File: src/rtl/pwm_dac.sv
// -----------------------------------------------------------------------------
// pwm_dac
//
// Audio output stage placed at the end of the effect chain. The block takes the
// final offset-binary sample stream (midscale = silence) and drives a 1-bit PWM
// pin. Incoming samples go into a small FIFO. One sample is released per PWM
// frame, so the bursty valid timing of the effect stages is decoupled from the
// fixed frame rate.
//
// Optional build feature (macro PWM_DAC_STAT_EN):
//   When the macro is defined, the block adds two saturating 16-bit event
//   counters, ovf_cnt_o and udr_cnt_o. They clear on reset and on IDLE entry.
//   When the macro is undefined, these ports and counters are absent.
//
// Parameters:
//   DATA_WIDTH - sample width and PWM counter width (frame = 2^DATA_WIDTH ticks)
//   FIFO_DEPTH - sample buffer entries (power of 2, >= 2)
//   PRESCALE   - clk cycles per PWM tick (>= 1)
//
// Ports:
//   clk        - system clock
//   rst        - asynchronous active-low reset
//   en         - output enable; low idles the output at midscale
//   data_i     - sample from the effect chain
//   vld_i      - data_i valid (no backpressure)
//   pwm_o      - registered PWM output
//   ovf_o      - one-cycle pulse when a sample is dropped on a full FIFO
//   udr_o      - one-cycle pulse when a RUN frame boundary finds the FIFO empty
//   ovf_cnt_o  - saturating overflow event count (PWM_DAC_STAT_EN only)
//   udr_cnt_o  - saturating underrun event count (PWM_DAC_STAT_EN only)
// -----------------------------------------------------------------------------
module pwm_dac #(
  parameter int DATA_WIDTH = 8,
  parameter int FIFO_DEPTH = 4,
  parameter int PRESCALE   = 1
) (
  input  logic                  clk,
  input  logic                  rst,
  input  logic                  en,
  input  logic [DATA_WIDTH-1:0] data_i,
  input  logic                  vld_i,
  output logic                  pwm_o,
  output logic                  ovf_o,
  output logic                  udr_o
`ifdef PWM_DAC_STAT_EN
  ,
  output logic [15:0]           ovf_cnt_o,
  output logic [15:0]           udr_cnt_o
`endif
);

  // ---------------------------------------------------------------------------
  // Derived constants
  // ---------------------------------------------------------------------------
  localparam int AW  = $clog2(FIFO_DEPTH);
  // The extra pointer MSB separates the full condition from the empty one.
  localparam int PW  = AW + 1;
  localparam int PSW = (PRESCALE > 1) ? $clog2(PRESCALE) : 1;

  localparam logic [PSW-1:0]        PRE_LAST = PSW'(PRESCALE - 1);
  localparam logic [DATA_WIDTH-1:0] DUTY_MID = {1'b1, {(DATA_WIDTH-1){1'b0}}};
  localparam logic [DATA_WIDTH-1:0] CNT_LAST = {DATA_WIDTH{1'b1}};
  localparam logic [PW-1:0]         OCC_FULL = PW'(FIFO_DEPTH);
  localparam logic [PW-1:0]         OCC_HALF = PW'(FIFO_DEPTH / 2);

  // Playback state machine encoding
  localparam logic [1:0] ST_IDLE  = 2'd0;
  localparam logic [1:0] ST_PRIME = 2'd1;
  localparam logic [1:0] ST_RUN   = 2'd2;

  // ---------------------------------------------------------------------------
  // Helpers
  // ---------------------------------------------------------------------------
  // Saturating increment for the 16-bit event statistics.
  function automatic logic [15:0] sat_inc16(input logic [15:0] value);
    logic [15:0] result;
    if (value == 16'hFFFF) begin
      result = value;
    end else begin
      result = value + 16'd1;
    end
    return result;
  endfunction

  // ---------------------------------------------------------------------------
  // Registers
  // ---------------------------------------------------------------------------
  logic [PSW-1:0]        pre_r;
  logic [DATA_WIDTH-1:0] cnt_r;
  logic [DATA_WIDTH-1:0] duty_r;
  logic [1:0]            state_r;
  logic [PW-1:0]         wr_ptr_r;
  logic [PW-1:0]         rd_ptr_r;
  logic [DATA_WIDTH-1:0] mem_r [FIFO_DEPTH];

  // ---------------------------------------------------------------------------
  // Combinational signals
  // ---------------------------------------------------------------------------
  logic                  tick_s;
  logic                  fb_s;
  logic [PW-1:0]         occ_s;
  logic                  empty_s;
  logic                  full_s;
  logic [DATA_WIDTH-1:0] head_s;
  logic [1:0]            state_nxt_s;
  logic                  wr_en_s;
  logic                  pop_s;
  logic                  ovf_s;
  logic                  udr_s;
  logic                  flush_s;
  logic [DATA_WIDTH-1:0] duty_nxt_s;

  // PWM timebase decode: tick at the end of each prescale period, and the frame
  // boundary on the tick that wraps the PWM counter.
  always_comb begin
    tick_s = (pre_r == PRE_LAST);
    fb_s   = tick_s && (cnt_r == CNT_LAST);
  end

  // FIFO status decode. The occupancy comes straight from the pointer difference.
  always_comb begin
    occ_s   = wr_ptr_r - rd_ptr_r;
    empty_s = (occ_s == {PW{1'b0}});
    full_s  = (occ_s == OCC_FULL);
    head_s  = mem_r[rd_ptr_r[AW-1:0]];
  end

  // Control decisions: next state, FIFO write/pop, event pulses, and flush.
  always_comb begin
    state_nxt_s = state_r;
    wr_en_s     = 1'b0;
    pop_s       = 1'b0;
    ovf_s       = 1'b0;
    udr_s       = 1'b0;
    flush_s     = 1'b0;
    if (!en) begin
      // Disabling from any state drops straight to IDLE. This can happen mid-frame.
      // An fb on this same edge is not reported as an underrun.
      state_nxt_s = ST_IDLE;
      flush_s     = 1'b1;
    end else begin
      case (state_r)
        ST_IDLE: begin
          // The FIFO stays empty and vld_i is ignored while leaving IDLE.
          state_nxt_s = ST_PRIME;
          flush_s     = 1'b1;
        end
        ST_PRIME: begin
          wr_en_s = vld_i && !full_s;
          ovf_s   = vld_i && full_s;
          // Use the occupancy after this edge's write. RUN then starts on the
          // write that reaches half depth.
          if ((occ_s + PW'(wr_en_s)) >= OCC_HALF) begin
            state_nxt_s = ST_RUN;
          end else begin
            state_nxt_s = ST_PRIME;
          end
        end
        ST_RUN: begin
          pop_s   = fb_s && !empty_s;
          udr_s   = fb_s && empty_s;
          // A pop on a full FIFO frees the slot the write needs in the same edge.
          wr_en_s = vld_i && (!full_s || pop_s);
          ovf_s   = vld_i && full_s && !pop_s;
        end
        default: begin
          state_nxt_s = ST_IDLE;
          flush_s     = 1'b1;
        end
      endcase
    end
  end

  // Duty selection: midscale whenever the FIFO is flushed, else the popped head.
  always_comb begin
    duty_nxt_s = duty_r;
    if (flush_s) begin
      duty_nxt_s = DUTY_MID;
    end else if (pop_s) begin
      duty_nxt_s = head_s;
    end else begin
      duty_nxt_s = duty_r;
    end
  end

  // ---------------------------------------------------------------------------
  // Sequential logic
  // ---------------------------------------------------------------------------
  // Free-running prescaler and PWM counter. These run in every state.
  always_ff @(posedge clk or negedge rst) begin
    if (!rst) begin
      pre_r <= {PSW{1'b0}};
      cnt_r <= {DATA_WIDTH{1'b0}};
    end else begin
      if (tick_s) begin
        pre_r <= {PSW{1'b0}};
        cnt_r <= cnt_r + {{(DATA_WIDTH-1){1'b0}}, 1'b1};
      end else begin
        pre_r <= pre_r + {{(PSW-1){1'b0}}, 1'b1};
        cnt_r <= cnt_r;
      end
    end
  end

  // Playback state and current duty.
  always_ff @(posedge clk or negedge rst) begin
    if (!rst) begin
      state_r <= ST_IDLE;
      duty_r  <= DUTY_MID;
    end else begin
      state_r <= state_nxt_s;
      duty_r  <= duty_nxt_s;
    end
  end

  // FIFO pointers. A flush clears both pointers, which empties the FIFO.
  always_ff @(posedge clk or negedge rst) begin
    if (!rst) begin
      wr_ptr_r <= {PW{1'b0}};
      rd_ptr_r <= {PW{1'b0}};
    end else if (flush_s) begin
      wr_ptr_r <= {PW{1'b0}};
      rd_ptr_r <= {PW{1'b0}};
    end else begin
      if (wr_en_s) begin
        wr_ptr_r <= wr_ptr_r + {{AW{1'b0}}, 1'b1};
      end else begin
        wr_ptr_r <= wr_ptr_r;
      end
      if (pop_s) begin
        rd_ptr_r <= rd_ptr_r + {{AW{1'b0}}, 1'b1};
      end else begin
        rd_ptr_r <= rd_ptr_r;
      end
    end
  end

  // FIFO storage. On a full FIFO, a write that shares an edge with a pop lands
  // in the slot being popped. The pop reads the old head before the edge.
  always_ff @(posedge clk or negedge rst) begin
    if (!rst) begin
      for (int i = 0; i < FIFO_DEPTH; i++) begin
        mem_r[i] <= {DATA_WIDTH{1'b0}};
      end
    end else begin
      if (wr_en_s) begin
        mem_r[wr_ptr_r[AW-1:0]] <= data_i;
      end else begin
        mem_r[wr_ptr_r[AW-1:0]] <= mem_r[wr_ptr_r[AW-1:0]];
      end
    end
  end

  // Registered outputs: PWM compare against the current duty, plus event pulses.
  always_ff @(posedge clk or negedge rst) begin
    if (!rst) begin
      pwm_o <= 1'b0;
      ovf_o <= 1'b0;
      udr_o <= 1'b0;
    end else begin
      pwm_o <= (cnt_r < duty_r);
      ovf_o <= ovf_s;
      udr_o <= udr_s;
    end
  end

`ifdef PWM_DAC_STAT_EN
  // Event statistics. They saturate at all-ones and clear whenever the FIFO is flushed.
  always_ff @(posedge clk or negedge rst) begin
    if (!rst) begin
      ovf_cnt_o <= 16'd0;
      udr_cnt_o <= 16'd0;
    end else if (flush_s) begin
      ovf_cnt_o <= 16'd0;
      udr_cnt_o <= 16'd0;
    end else begin
      if (ovf_s) begin
        ovf_cnt_o <= sat_inc16(ovf_cnt_o);
      end else begin
        ovf_cnt_o <= ovf_cnt_o;
      end
      if (udr_s) begin
        udr_cnt_o <= sat_inc16(udr_cnt_o);
      end else begin
        udr_cnt_o <= udr_cnt_o;
      end
    end
  end
`endif

endmodule

File: config.mk
export PLATFORM = sky130hd
export DESIGN_NAME = pwm_dac
export DESIGN_NICKNAME = d
export VERILOG_FILES = /design/src/rtl/pwm_dac.sv
export SDC_FILE = /design/constraint.sdc
export NUM_CORES = 1
export LEC_CHECK = 0
export CAP_MARGIN = 20
export CORE_MARGIN = 3
export CORE_UTILIZATION = 30
export DETAILED_ROUTE_END_ITERATION = 10
export HOLD_SLACK_MARGIN = 0.03
export PLACE_DENSITY_LB_ADDON = 0.25
export SLEW_MARGIN = 0
export SYNTH_ARGS = -nofsm -noshare
export SYNTH_HDL_FRONTEND = slang
export SYNTH_SLANG_ARGS = --single-unit
File: constraint.sdc
create_clock -name clk -period 3.7 [get_ports clk]
set_input_delay 0.37 -clock clk [delete_from_list [all_inputs] [get_ports clk]]
set_output_delay 0.37 -clock clk [all_outputs]
set_load 0.1 [all_outputs]
==> results of run 1 <==
[registers in the layout, summed over array words and instances, names as in the netlist]
register / flops
state_r: 2
cnt_r: 8
rd_ptr_r: 3
mem_r: 32
duty_r: 8
wr_ptr_r: 3
pwm_o: 1
udr_o: 1
ovf_o: 1
[power by group through the flow]
stage	logic, mW	clock network [mW]	registers [mW]
2_1_floorplan	0.264	0	0.784
3_3_place_gp	0.332	0	0.803
3_5_place_dp	0.336	0	0.807
4_1_cts	0.340	0.676	0.795
5_1_grt	0.376	0.695	0.807
6_report	0.338	0.652	0.794
[per-stage QoR]
| step | setup slack (ns) | std cells | util (%) |
|---|---|---|---|
| after floorplan | 1.14 | 285 | - |
| after global placement | 0.871 | 424 | 33.1 |
| after detailed placement | 0.826 | 424 | 33.1 |
| after CTS | 0.789 | 441 | 35.2 |
| after global routing | 0.604 | 441 | 35.2 |
| final | 0.801 | 441 | 35.2 |
[logic make-up after synthesis]
group / share of synthesized area [%]
AND/OR/NAND/NOR: 10.8
buffers and inverters: 6.71
XOR/XNOR: 4.42
flip-flops: 45.0
multiplexers: 15.3
adder cells (fa/ha/maj): 7.47
AO/OA/AOI/OAI: 10.3
[critical path: stages, from the launching register on]
cell	delay (ns)
dfrtp_1	0.62
ha_1	0.32
fa_1	0.41
xor3_2	0.46
a31oi_4	0.11
o21bai_2	0.12
buf_4	0.26
mux2i_2	0.34
a21oi_1	0.11
[cell type report]
cell class,count,area (sq um)
Clock buffer,9,124
Clock inverter,7,92.6
Fill cell,1073,6780
Inverter,15,56.3
Multi-Input combinational cell,195,1580
Sequential cell,59,1480
Tap cell,136,170
Timing Repair Buffer,20,183
[final timing paths]
check	end	slack, ns
min in group asynchronous	wr_ptr_r[1]	0.55
max	mem_r[20]	0.80
min reg2reg	cnt_r[0]	0.52
min	cnt_r[0]	0.52
max reg2reg	mem_r[20]	0.80
max in group asynchronous	duty_r[7]	2.25
[per-layer routing]
layer | vias up | global-route usage, % | routed length, um | part of all wire, %
li1 | 1030 | - | - | -
met1 | 1052 | 16.7 | 3340 | 49
met2 | 35 | 18.4 | 3220 | 47
met3 | 11 | 3.29 | 234 | 3.4
met4 | 0 | 4.19 | 83 | 1.2
met5 | - | 0 | 0 | 0
[cells in the final DEF, fill, tap and decap left out, types with 2 or more instances in the layout]
| cell | synthesis | layout |
|---|---|---|
| a211oi_1 | 2 | 2 |
| a21o_1 | 3 | 3 |
| a21oi_1 | 39 | 39 |
| a21oi_2 | 4 | 4 |
| a31oi_1 | 2 | 2 |
| and3_2 | 2 | 2 |
| buf_4 | 0 | 5 |
| bufinv_16 | 0 | 2 |
| clkbuf_8 | 7 | 9 |
| clkdlybuf4s50_1 | 0 | 13 |
| clkinv_2 | 0 | 2 |
| clkinvlp_4 | 0 | 3 |
| dfrtp_1 | 58 | 58 |
| ha_1 | 18 | 18 |
| inv_1 | 15 | 15 |
| mux2i_1 | 2 | 2 |
| mux2i_2 | 7 | 7 |
| mux4_2 | 15 | 15 |
| nand2_1 | 14 | 14 |
| nand3_1 | 18 | 18 |
| nor2_1 | 40 | 40 |
| nor3_1 | 2 | 2 |
| o211ai_1 | 2 | 2 |
| o21ai_0 | 2 | 2 |
| xnor2_1 | 6 | 6 |
| xor2_1 | 5 | 5 |
==> results by group, run 1 <==
STA
  • Minimum clock period: 2.90 ns
  • Final setup fails: 0
  • Period utilization: 78.4%
  • Hold Vio Cnt, Final: 0
  • Worst hold margin: 0.520 ns
  • Setup TNS: 0 ns
  • Clock Skew: 0.00845 ns
  • Unrepaired setup endpoints after global routing: no
  • Fmax: 345 MHz
  • Count of pins over their slew limit: 0
  • Slew margin rel.: 35.7%
  • Worst Tran Pin Value: 0.962 ns

GRT
  • GRT Overall Usage: 12.1%
  • First-pass GRT wire length: 11800 um
  • Vias in the first global route: 2215
  • Pin count of the biggest net entering global routing: 36
  • Initial antenna violation count: 0
  • Gr ovfl total: 0

Setup path
  • Crit path kind: reg -> reg
  • Required @ worst endpoint: 3.90 ns
  • Max FO, Critical Path: 11
  • Crit path DAT: 3.10 ns
  • Worst r2r path cells: 8
  • FF-to-FF Start: rd_ptr_r[0]
  • Worst Setup Start Kind: flop
  • Nature of the critical path endpoint: flop
  • Origin of the worst setup path: rd_ptr_r[0]

Power and ir drop
  • Power Total: 1.78 mW
  • Seq pwr share: 44.5%
  • Pint: 1.28 mW
  • Leak: 1.39 nW
  • Logic pwr share: 18.9%
  • Psw: 0.502 mW
  • PwrDens: 484 nW/um^2
  • Max VDD drop: 0.000219 V
  • Clock share of power: 36.6%
  • Sw Share: 28.1%

Yosys
  • YS warnings: 0
  • Cell with the most instances after synthesis: dfrtp_1
  • Top-area cell type share of the netlist area: 44.2%
  • Post-synth top cells: dfrtp_1 (58), nor2_1 (40), a21oi_1 (39)
  • Post-synth cell types: 39
  • Mapped Cells: 285
  • Yosys reg bits: 59
  • Post-synth EDFFs: 0
  • Top cells by area, synth: dfrtp_1 (44%), mux4_2 (10%), ha_1 (6.9%)
  • Post-synth top area cell: dfrtp_1
  • Sequential element share of the synthesized area: 45.0%
  • Synthesized area: 3280 sq um
  • Mapped Avg Cell Area: 11.5 sq um
  • Fraction of registers with async set/reset: 100%
  • Primary FF master, synth: dfrtp_1
  • Synthesized net count: 316

Drt
  • Detailed-route via count: 2128
  • Residual DRC: 0
  • Total Wirelength: 6880 um
  • Antenna-violating nets left: 0
  • Wire per inst: 15.6 um
  • Initial DRC Count: 81
  • DR pass1 iterations: 4
  • DR vias/cell: 4.83

Status
  • Status: finished, final reports clean

Clocking
  • Clk buf depth: 2
  • H-tree lvl count: 3
  • Num CTS Buffers: 9
  • CTS resizes: 0
  • # Post-CTS Setup Buffers: 0
  • TritonCTS clock tree: yes
  • Worst-path clk slew: 0.07 ns
  • Worst-Skew Late Latency: 0.34 ns
  • Clock root cell: clkbuf_8
  • Hold_buf cts: 1
  • Clock Sinks: 59

Floorplanning
  • Initial Util: 31.4%
  • Num ports: 15
  • Die area: 12200 sq um
  • Die Y: 111 um
  • Core Rows: 37
  • Die Wd: 111 um
  • CORE AREA: 10500 sq um

Layout
  • Area grow syn2layout: 12.4%
  • Nets@finish: 331
  • Ratio of cells with drive above 1 in the final layout: 18.7%
  • Antenna cells: 0
  • Final instance area: 3690 sq um

Place
  • Placer congestion estimate: 0.792
  • Post-DP HPWL: 4660 um
  • Placed inst area: 3460 sq um
  • Port Buffer Count: 14

Min path
  • HP Class: reg -> reg
  • Hold Path Cell Cnt: 1
  • Hold path startpoint: cnt_r[0]

Run
  • MaxCap Viol Count: 0
Power figures use the tool's default switching activity.
==> inputs of run 2 (changes only) <==
==> constraint.sdc (replaced) <==
create_clock -name clk -period 2.6 [get_ports clk]
set_input_delay 0.26 -clock clk [delete_from_list [all_inputs] [get_ports clk]]
set_output_delay 0.26 -clock clk [all_outputs]
set_load 0.1 [all_outputs]
==> results by group, run 2 (synthesized netlist as in run 1, its figures left out) <==
Setup path
  • Origin of the worst setup path: wr_ptr_r[0]
  • Crit path kind: reg -> reg
  • Crit path DAT: 2.67 ns
  • CP Capture Point: mem_r[13]
  • Worst reg-to-reg setup slack: 0.12 ns
  • Nature of the critical path endpoint: flop
  • R2r endpoint: mem_r[13]
  • Worst r2r path cells: 9
  • Max FO, Critical Path: 8
  • Required @ worst endpoint: 2.79 ns
  • FF-to-FF Start: wr_ptr_r[0]
  • Worst Setup Start Kind: flop

STA
  • Minimum clock period: 2.48 ns
  • Worst Tran Pin Value: 0.680 ns
  • Period utilization: 95.3%
  • Unrepaired setup endpoints after global routing: yes
  • Setup TNS: 0 ns
  • Slew margin rel.: 54.6%
  • Final setup fails: 0
  • Count of pins over their slew limit: 0
  • Clock Skew: 0.00649 ns
  • Fmax: 404 MHz
  • Hold Vio Cnt, Final: 0

Min path
  • HP Class: in -> async

Floorplanning
  • Die Y: 111 um
  • Core Rows: 37
  • Initial Util: 31.4%
  • Die Wd: 111 um
  • CORE AREA: 10500 sq um
  • Die area: 12200 sq um
  • Num ports: 15

Clocking
  • Clock root cell: clkbuf_8
  • Clk buf depth: 2
  • Num CTS Buffers: 9
  • Worst-Skew Late Latency: 0.34 ns
  • Clock Sinks: 59
  • Worst-path clk slew: 0.07 ns
  • # Post-CTS Setup Buffers: 0
  • H-tree lvl count: 3
  • TritonCTS clock tree: yes

Place
  • Post-DP HPWL: 4840 um
  • Placer congestion estimate: 0.787
  • Port Buffer Count: 14

Layout
  • Most frequent cells in the layout: dfrtp_1 (58), nor2_1 (40), a21oi_1 (39), nand3_1 (18), ha_1 (18)
  • Top Registers: mem_r x32, cnt_r x8, duty_r x8
  • Antenna cells: 0
  • Top reg by flops: mem_r
  • Area grow syn2layout: 13.4%
  • Final Core Density: 35.6%
  • Ratio of cells with drive above 1 in the final layout: 21.0%
  • Max reg flops: 32
  • Commonest non-fill, non-tap cell in the layout: dfrtp_1
  • Nets@finish: 337

Drt
  • Antenna-violating nets left: 0
  • Total Wirelength: 6860 um
  • Residual DRC: 0
  • Initial DRC Count: 83
  • DR vias/cell: 4.79
  • DR pass1 iterations: 4
  • Detailed-route via count: 2135
  • Wire per inst: 15.4 um

Run
  • MaxCap Viol Count: 0

GRT
  • First-pass GRT wire length: 11500 um
  • Gr ovfl total: 0
  • GRT Overall Usage: 11.9%
  • Vias in the first global route: 2125
  • Initial antenna violation count: 0
  • Pin count of the biggest net entering global routing: 27

Power and ir drop
  • Power Total: 2.48 mW
  • Max VDD drop: 0.000298 V
  • PwrDens: 666 nW/um^2
  • Leak: 1.43 nW

Status
  • Status: finished, final reports clean
-- run 2: metal layers --
layer	wire, um	global-route usage [%]	vias up
met5	0	0	-
met4	82	2.71	0
met3	202	4.05	8
met2	3130	17.6	20
met1	3450	16.8	1065
li1	-	-	1042
-- run 2: where the power goes --
group / switching, mW / leakage [nW] / internal (mW)
combinational: 0.230 / 0.678 / 0.252
sequential: 0.0915 / 0.654 / 1.04
clock: 0.379 / 0.0974 / 0.488
total: 0.700 / 1.43 / 1.78
-- run 2: per-stage QoR --
| stage | instances | instance area [sq um] | hold WS, ns | setup slack [ns] |
|---|---|---|---|---|
| 3_3_place_gp | 430 | 3510 | 0.316 | 0.171 |
| 6_report | 446 | 3720 | 0.466 | 0.123 |
| 5_1_grt | 446 | 3720 | 0.505 | -0.0112 |
| 3_5_place_dp | 430 | 3510 | 0.320 | 0.153 |
| 2_1_floorplan | 285 | 3280 | -0.0356 | 0.0402 |
| 4_1_cts | 446 | 3720 | 0.476 | 0.126 |
-- run 2: layout make-up --
class	count	area, sq um
Tap cell	136	170
Sequential cell	59	1480
Multi-Input combinational cell	195	1580
Clock inverter	4	50.0
Timing Repair Buffer	26	233
Inverter	15	56.3
Clock buffer	11	151
Fill cell	1060	6740
-- run 2: how the worst min path moves through the flow --
stage	to	depth (start not counted)	slack (ns)	startpoint
2_1_floorplan	cnt_r[0]	0	-0.04	rst
4_1_cts	mem_r[8]	2	0.48	rst
3_3_place_gp	ovf_o	1	0.32	rst
3_5_place_dp	ovf_o	1	0.32	rst
5_1_grt	mem_r[8]	2	0.50	rst
6_report	pwm_o	2	0.47	rst
-- run 2: worst max-delay path, cell delays in order, from the launching register on --
cell and delay [ns]:
dfrtp_1 0.35, inv_1 0.06, ha_1 0.20, fa_1 0.38
xor3_2 0.44, a31oi_4 0.10, o21bai_2 0.17, buf_12 0.18
mux2i_2 0.32, a21oi_1 0.11
-- run 2: what timing repair did --
item                       CTS  global route
hold endpoints to repair    23             0
setup endpoints to repair    0             6
hold buffers                 1             0
gates resized for setup      0             0
